<file path="src/rtl/seq_mul4_pkg.sv">
// Shared constants for the sequential shift-add multiplier: default operand
// width and the controller state encoding.
package seq_mul4_pkg;
   localparam int SIZE_DEF = 4;

   typedef enum logic [1:0] {
      IDLE = 2'd0,
      RUN  = 2'd1,
      DONE = 2'd2
   } state_t;
endpackage

</file>
<file path="src/rtl/mul_add4.sv">
// SIZE-bit ripple-carry adder built from a chain of 1-bit full-adder cells.
module mul_add4
   import seq_mul4_pkg::*;
#(
   parameter int SIZE = SIZE_DEF
) (
   input  logic [SIZE-1:0] a,
   input  logic [SIZE-1:0] b,
   input  logic            ci,
   output logic [SIZE-1:0] s,
   output logic            co
);
   logic [SIZE:0] w_c;

   assign w_c[0] = ci;

   for (genvar i = 0; i < SIZE; i++) begin : g_fa
      assign s[i]      = a[i] ^ b[i] ^ w_c[i];
      assign w_c[i+1]  = (a[i] & b[i]) | (w_c[i] & (a[i] ^ b[i]));
   end

   assign co = w_c[SIZE];
endmodule

</file>
<file path="src/rtl/seq_mul4.sv">
// Sequential unsigned shift-add multiplier: one partial product per RUN cycle,
// product registered on the last iteration and flagged by a one-cycle done.
module seq_mul4
   import seq_mul4_pkg::*;
#(
   parameter int SIZE = SIZE_DEF
) (
   input  logic              clk,
   input  logic              rst_n,
   input  logic              start,
   input  logic [SIZE-1:0]   a,
   input  logic [SIZE-1:0]   b,
   output logic              busy,
   output logic              done,
   output logic [2*SIZE-1:0] p
);
   localparam int CW = $clog2(SIZE) + 1;
   localparam logic [CW-1:0] CNT_LAST = CW'(SIZE - 1);

   state_t              r_state;
   logic [SIZE-1:0]     r_mcand;
   logic [SIZE-1:0]     r_mplr;
   logic [SIZE-1:0]     r_acc_hi;
   logic [CW-1:0]       r_cnt;
   logic                r_busy;
   logic                r_done;
   logic [2*SIZE-1:0]   r_p;

   logic [SIZE-1:0]     w_addend;
   logic [SIZE-1:0]     w_sum;
   logic                w_co;
   logic [2*SIZE:0]     w_cat;
   logic [2*SIZE-1:0]   w_shift;

   assign w_addend = r_mplr[0] ? r_mcand : '0;

   mul_add4 #(.SIZE(SIZE)) u_add (
      .a  (r_acc_hi),
      .b  (w_addend),
      .ci (1'b0),
      .s  (w_sum),
      .co (w_co)
   );

   // Carry-out re-enters at the top as the concatenation shifts right by one.
   assign w_cat   = {w_co, w_sum, r_mplr};
   assign w_shift = w_cat[2*SIZE:1];

   always_ff @(posedge clk or negedge rst_n) begin
      if (!rst_n) begin
         r_state  <= IDLE;
         r_mcand  <= '0;
         r_mplr   <= '0;
         r_acc_hi <= '0;
         r_cnt    <= '0;
         r_busy   <= 1'b0;
         r_done   <= 1'b0;
         r_p      <= '0;
      end else begin
         case (r_state)
            IDLE: begin
               if (start) begin
                  r_mcand  <= a;
                  r_mplr   <= b;
                  r_acc_hi <= '0;
                  r_cnt    <= '0;
                  r_busy   <= 1'b1;
                  r_state  <= RUN;
               end
            end
            RUN: begin
               {r_acc_hi, r_mplr} <= w_shift;
               r_cnt              <= r_cnt + CW'(1);
               if (r_cnt == CNT_LAST) begin
                  r_p     <= w_shift;
                  r_done  <= 1'b1;
                  r_state <= DONE;
               end
            end
            DONE: begin
               r_done  <= 1'b0;
               r_busy  <= 1'b0;
               r_state <= IDLE;
            end
            default: begin
               r_done  <= 1'b0;
               r_busy  <= 1'b0;
               r_state <= IDLE;
            end
         endcase
      end
   end

   assign busy = r_busy;
   assign done = r_done;
   assign p    = r_p;
endmodule

</file>
<file path="config.mk">
export PLATFORM = sky130hd
export DESIGN_NAME = seq_mul4
export DESIGN_NICKNAME = d
export VERILOG_FILES = /design/src/rtl/seq_mul4_pkg.sv /design/src/rtl/mul_add4.sv /design/src/rtl/seq_mul4.sv
export SDC_FILE = /design/constraint.sdc
export NUM_CORES = 1
export LEC_CHECK = 0
export CAP_MARGIN = 10
export CORE_ASPECT_RATIO = 1.2
export CORE_UTILIZATION = 50
export DETAILED_ROUTE_END_ITERATION = 7
export PLACE_DENSITY_LB_ADDON = 0.2
export SETUP_SLACK_MARGIN = 0.2
export SYNTH_ARGS = -nofsm -noshare
export SYNTH_HDL_FRONTEND = slang
export SYNTH_SLANG_ARGS = --single-unit
</file>
<file path="constraint.sdc">
create_clock -name clk -period 4.1 [get_ports clk]
set_input_delay 0.41 -clock clk [delete_from_list [all_inputs] [get_ports clk]]
set_output_delay 0.41 -clock clk [all_outputs]
set_load 0.01 [all_outputs]
</file>
# Yosys cells after proc, flatten, opt, wreduce, memory -nomap -nowiden
# Cells that the tools add are included.
[classes]
addsub = 1
eq_ne = 4
n_mux = 14
bitwise = 19
n_reduce_logical = 8
[op_table]
columns = ["cell", "count"]
rows = [
  ["$pmux W4 S2", 2],
  ["$mux W4", 3],
  ["$reduce_and A2 Y1", 6],
  ["$and A1 B1 Y1", 7],
  ["$xor A1 B1 Y1", 7],
  ["$pmux W3 S2", 1],
  ["$mux W2", 2],
  ["$ne A2 B2 Y1 const B", 2],
  ["$pmux W1 S2", 2],
  ["$pmux W2 S2", 1],
  ["$add A3 B1 Y3 const B", 1],
  ["$eq A3 B2 Y1 const B", 1],
  ["$mux W3", 1],
  ["$or A1 B1 Y1", 3],
  ["$eq A2 B1 Y1 const B", 1],
  ["$logic_not A2 Y1", 1],
  ["$mux W1", 2],
  ["$not A1 Y1", 2],
  ["$reduce_bool A2 Y1", 1],
]
[word_totals]
reg_bits = 27
in_bits = 11
output_inout_bits = 10
elab_cells = 54

# Logic depth before layout (Yosys ltp)
[depth]
depth_word = 9
depth_mapped = 9
ltp_nobuf = 9

# Hierarchy
# A second synthesis with hierarchy kept.
[unflattened]
cells_unflattened = 100
hier_area_um2 = 1316.3
[by_module_without_submodules]
columns = ["module", "instances", "cells_each", "area_each_um2", "seq_area_each_um2"]
rows = [
  ["seq_mul4", 1, 86, 1198.6, 675.6],
  ["mul_add4", 1, 14, 117.6, 0.0],
]

# Worst setup path after synthesis
# No wires, ideal clock.
[synth_timing]
kind = "flip-flop to flip-flop"
start = "reg r_mplr[0]"
end = "reg r_acc_hi[2]"
setup_time_ns = 0.083
t_arrival_ns = 1.916
t_required_ns = 4.017
slack_ns = 2.102
stages_incl_launch_ff = 10
n_path_buf = 0
synth_period_minus_slack_ns = 1.998
cell_sequence = "dfrtp_1 -> and2_1 -> ha_1 -> inv_1 -> fa_1 -> inv_1 -> fa_1 -> inv_1 -> fa_1 -> o21ai_0"
[synth_via]
elab_chain_cells = 8
elab_cells_between_ends = 13
classes_between = "mux: 2; bitwise: 11"
[synth_lines]
columns = ["item", "line", "text"]
rows = [
  ["start: declaration", "seq_mul4.sv:22", "logic [SIZE-1:0] r_mplr;"],
  ["start signal: assignment", "seq_mul4.sv:72", "{r_acc_hi, r_mplr} <= w_shift;"],
  ["$mux W4 (*)", "seq_mul4.sv:35", "assign w_addend = r_mplr[0] ? r_mcand : '0;"],
  ["$and A1 B1 Y1 / $xor A1 B1 Y1 (equally long branches)", "mul_add4.sv:19", "assign w_c[i+1] = (a[i] & b[i]) | (w_c[i] & (a[i] ^ b[i]));"],
  ["$and A1 B1 Y1", "mul_add4.sv:19", ""],
  ["$or A1 B1 Y1", "mul_add4.sv:19", ""],
  ["$and A1 B1 Y1", "mul_add4.sv:19", ""],
  ["$or A1 B1 Y1", "mul_add4.sv:19", ""],
  ["$xor A1 B1 Y1 (*)", "mul_add4.sv:18", "assign s[i] = a[i] ^ b[i] ^ w_c[i];"],
  ["$pmux W4 S2 (*)", "seq_mul4.sv:60", "case (r_state)"],
  ["end signal: assignment", "seq_mul4.sv:72", ""],
  ["end: declaration", "seq_mul4.sv:23", "logic [SIZE-1:0] r_acc_hi;"],
]
# Mark *: on every way between the ends. The rest lies on a longest branch, timed or not.
# A chain may end at the register's enable or synchronous reset.

# Worst setup path after layout
# Ends and elaborated chain as after synthesis.

==> metrics.cfg <==
[outcome]
status = completed

[global_route]
grt_first_pass_wirelength_um = 3620
track_usage_pct = 18.6
grt_pass1_vias = 811
antenna_found_initial = 0
grt_overflow = 0
grt_max_degree = 28

[synthesis]
async_flop_share_pct = 100
synth.avg_cell_area_um2 = 12.3
syn-instance-count = 102
ys_seq_area_share_pct = 54.0
ys_ff_latch = 27
synth-warning-count = 0
synth_edf_count = 0
synthesis.area_um2 = 1250
synth_ff_type = dfrtp_1
synth_nets = 119
synthDistinctLibCells = 27

[sta]
finalSetupTns_ps = 0
rsz0062_at_grt = false
hold-worst-slack_ps = 435
finalSetupViolCount = 0
relSlewSlack_pct = 67.7
fin_crit_sh_pct = 52.0
clock-skew-final_ps = 7.70
worstMarginPinSlew_ps = 484
slew_violations = 0
fmax_ghz = 0.469
hold_viol = 0
fin_crit_ps = 2130

[die]
start_util_pct = 53.7
io_pins = 21
die_area_um2 = 2710
num_rows = 19
coreArea_um2 = 2330
die_h_um = 56.8
die_x_um = 47.7

[clocking]
clock_latency_ps = 330
clock_sinks = 27
cts_buffers = 3
htreeDepth = 1
cts_tree = done
post-cts-setup-buffers = 0
hold_buffers = 0
clockRootBuffer = clkbuf_4
cts_buffer_depth = 2
path_clk_slew_ps = 150
post_cts_resized = 0

[setup_path]
crit_type = flip-flop to flip-flop
crit_start = r_mplr[0]$_DFFE_PN0P_
crit_fanout = 5
slowest_stage = fa_1
setup.worst_path.start_class = flip-flop
cp-end-kind = flip-flop
worstPathCellList = and2_1, ha_1, inv_1, fa_1, inv_1, fa_1, inv_1, fa_1, o21ai_0
slowest_delay_ps = 440
crit-reg2reg-launch = r_mplr[0]$_DFFE_PN0P_
critPathBufInv = 3
crit_family = adder cells
required_ps = 4360
arrival_ps = 2390
ff2ff_setup_slack_ps = 1970

[route]
routedWlPerCell_um = 13.2
routed_via_density = 5.04
drtIter0Drc = 10
drc = 0
firstDrtPassIters = 4
route.vias.total = 781
postRouteAntennaNets = 0
routed_wl_um = 2050

[cells_and_area]
fin_cells = 155
final_common_cell = dfrtp_1
final_layout_size_suffix_gt1_share_pct = 16.1
area_growth_pct = 19.7
diodes = 0
final_nets = 142
fin_util_pct = 64.3
mostFrequentLayoutCells = 27 x dfrtp_1, 20 x clkdlybuf4s50_1, 12 x nand2_1

[power]
p_total_mw = 1.13
max-vdd-ir-drop_mv = 0.421
powerDensity_nw_per_um2 = 751
p_leak_nw = 0.688

[run]
maxCapViolCount = 0

[place]
dpl.cell_count = 151
io_buffers = 20
dp_hpwl_um = 1530
gp_congestion = 0.748

[worst_hold_path]
hp-class = input pin to async pin

[metal layers]
layer | track usage [%] | part of all wire (%) | wire length [µm]
met1 | 26.7 | 47 | 955
met2 | 28.6 | 50 | 1020
met3 | 2.89 | 2.1 | 42
met4 | 5.95 | 1.5 | 30
met5 | 0 | 0 | 0
[state kept, by name, indices dropped and copies added, names as in the netlist]
register,cells
p,8
r_acc_hi,4
r_mcand,4
r_mplr,4
r_cnt,3
r_state,2
busy,1
done,1
[layout make-up]
cell class | count | area [µm²]
fillers | 206 | 832
flip-flops and latches | 27 | 676
multi-input cells | 62 | 508
repair buffers | 21 | 208
well taps | 31 | 38.8
inverters | 10 | 37.5
clock buffers | 3 | 22.5
clock inverters | 1 | 7.51
[cells by family after synthesis]
| kind of cell | count (synthesis) | synth area share [%] |
|---|---|---|
| compound gates | 24 | 13.2 |
| fa+ha+maj | 6 | 7.80 |
| buf+inv | 13 | 5.40 |
| flops | 27 | 54.0 |
| mux | 7 | 7.20 |
| simple gates | 25 | 12.4 |
[through the flow]
stage | cell area, µm² | worst slack, ps
final | 1500 | 1970
after global routing | 1500 | 1810
after CTS | 1500 | 1950
after detailed placement | 1470 | 1980
after global placement | 1470 | 2060
after floorplan | 1250 | 2100
[power by group]
part	leakage [nW]	switching (mW)	internal, mW
Combinational	0.345	0.246	0.279
Clock	0.0139	0.0785	0.0373
Sequential	0.329	0.0931	0.390
Total	0.688	0.418	0.707
[cells in the mapped netlist, types with 2 or more instances]
library cell,count,area share [%]
a21oi_1,5,2.0
a2bb2oi_1,2,1.4
and2_1,2,1.0
buf_6,2,1.8
dfrtp_1,27,54
fa_1,3,4.8
ha_1,3,3.0
inv_1,10,3.0
mux2_2,4,3.6
mux2_4,3,3.6
nand2_1,12,3.6
nand2b_1,3,1.5
nor2_1,2,0.60
o21ai_0,5,2.0
o21ai_2,5,3.5
o22a_1,2,1.4
o22ai_1,2,1.0
[path summary, 6_finish.rpt]
path,end,cells after the start
setup / recovery,r_acc_hi[2]$_DFFE_PN0P_,9
hold / removal,r_mplr[1]$_DFFE_PN0P_,2
max in group asynchronous,r_cnt[0]$_DFFE_PN0P_,2
min in group clk,p[4]$_DFFE_PN0P_,2
hold reg to reg,p[4]$_DFFE_PN0P_,2
setup reg to reg,r_acc_hi[2]$_DFFE_PN0P_,9
No activity file was read; power rests on OpenSTA's default activity.
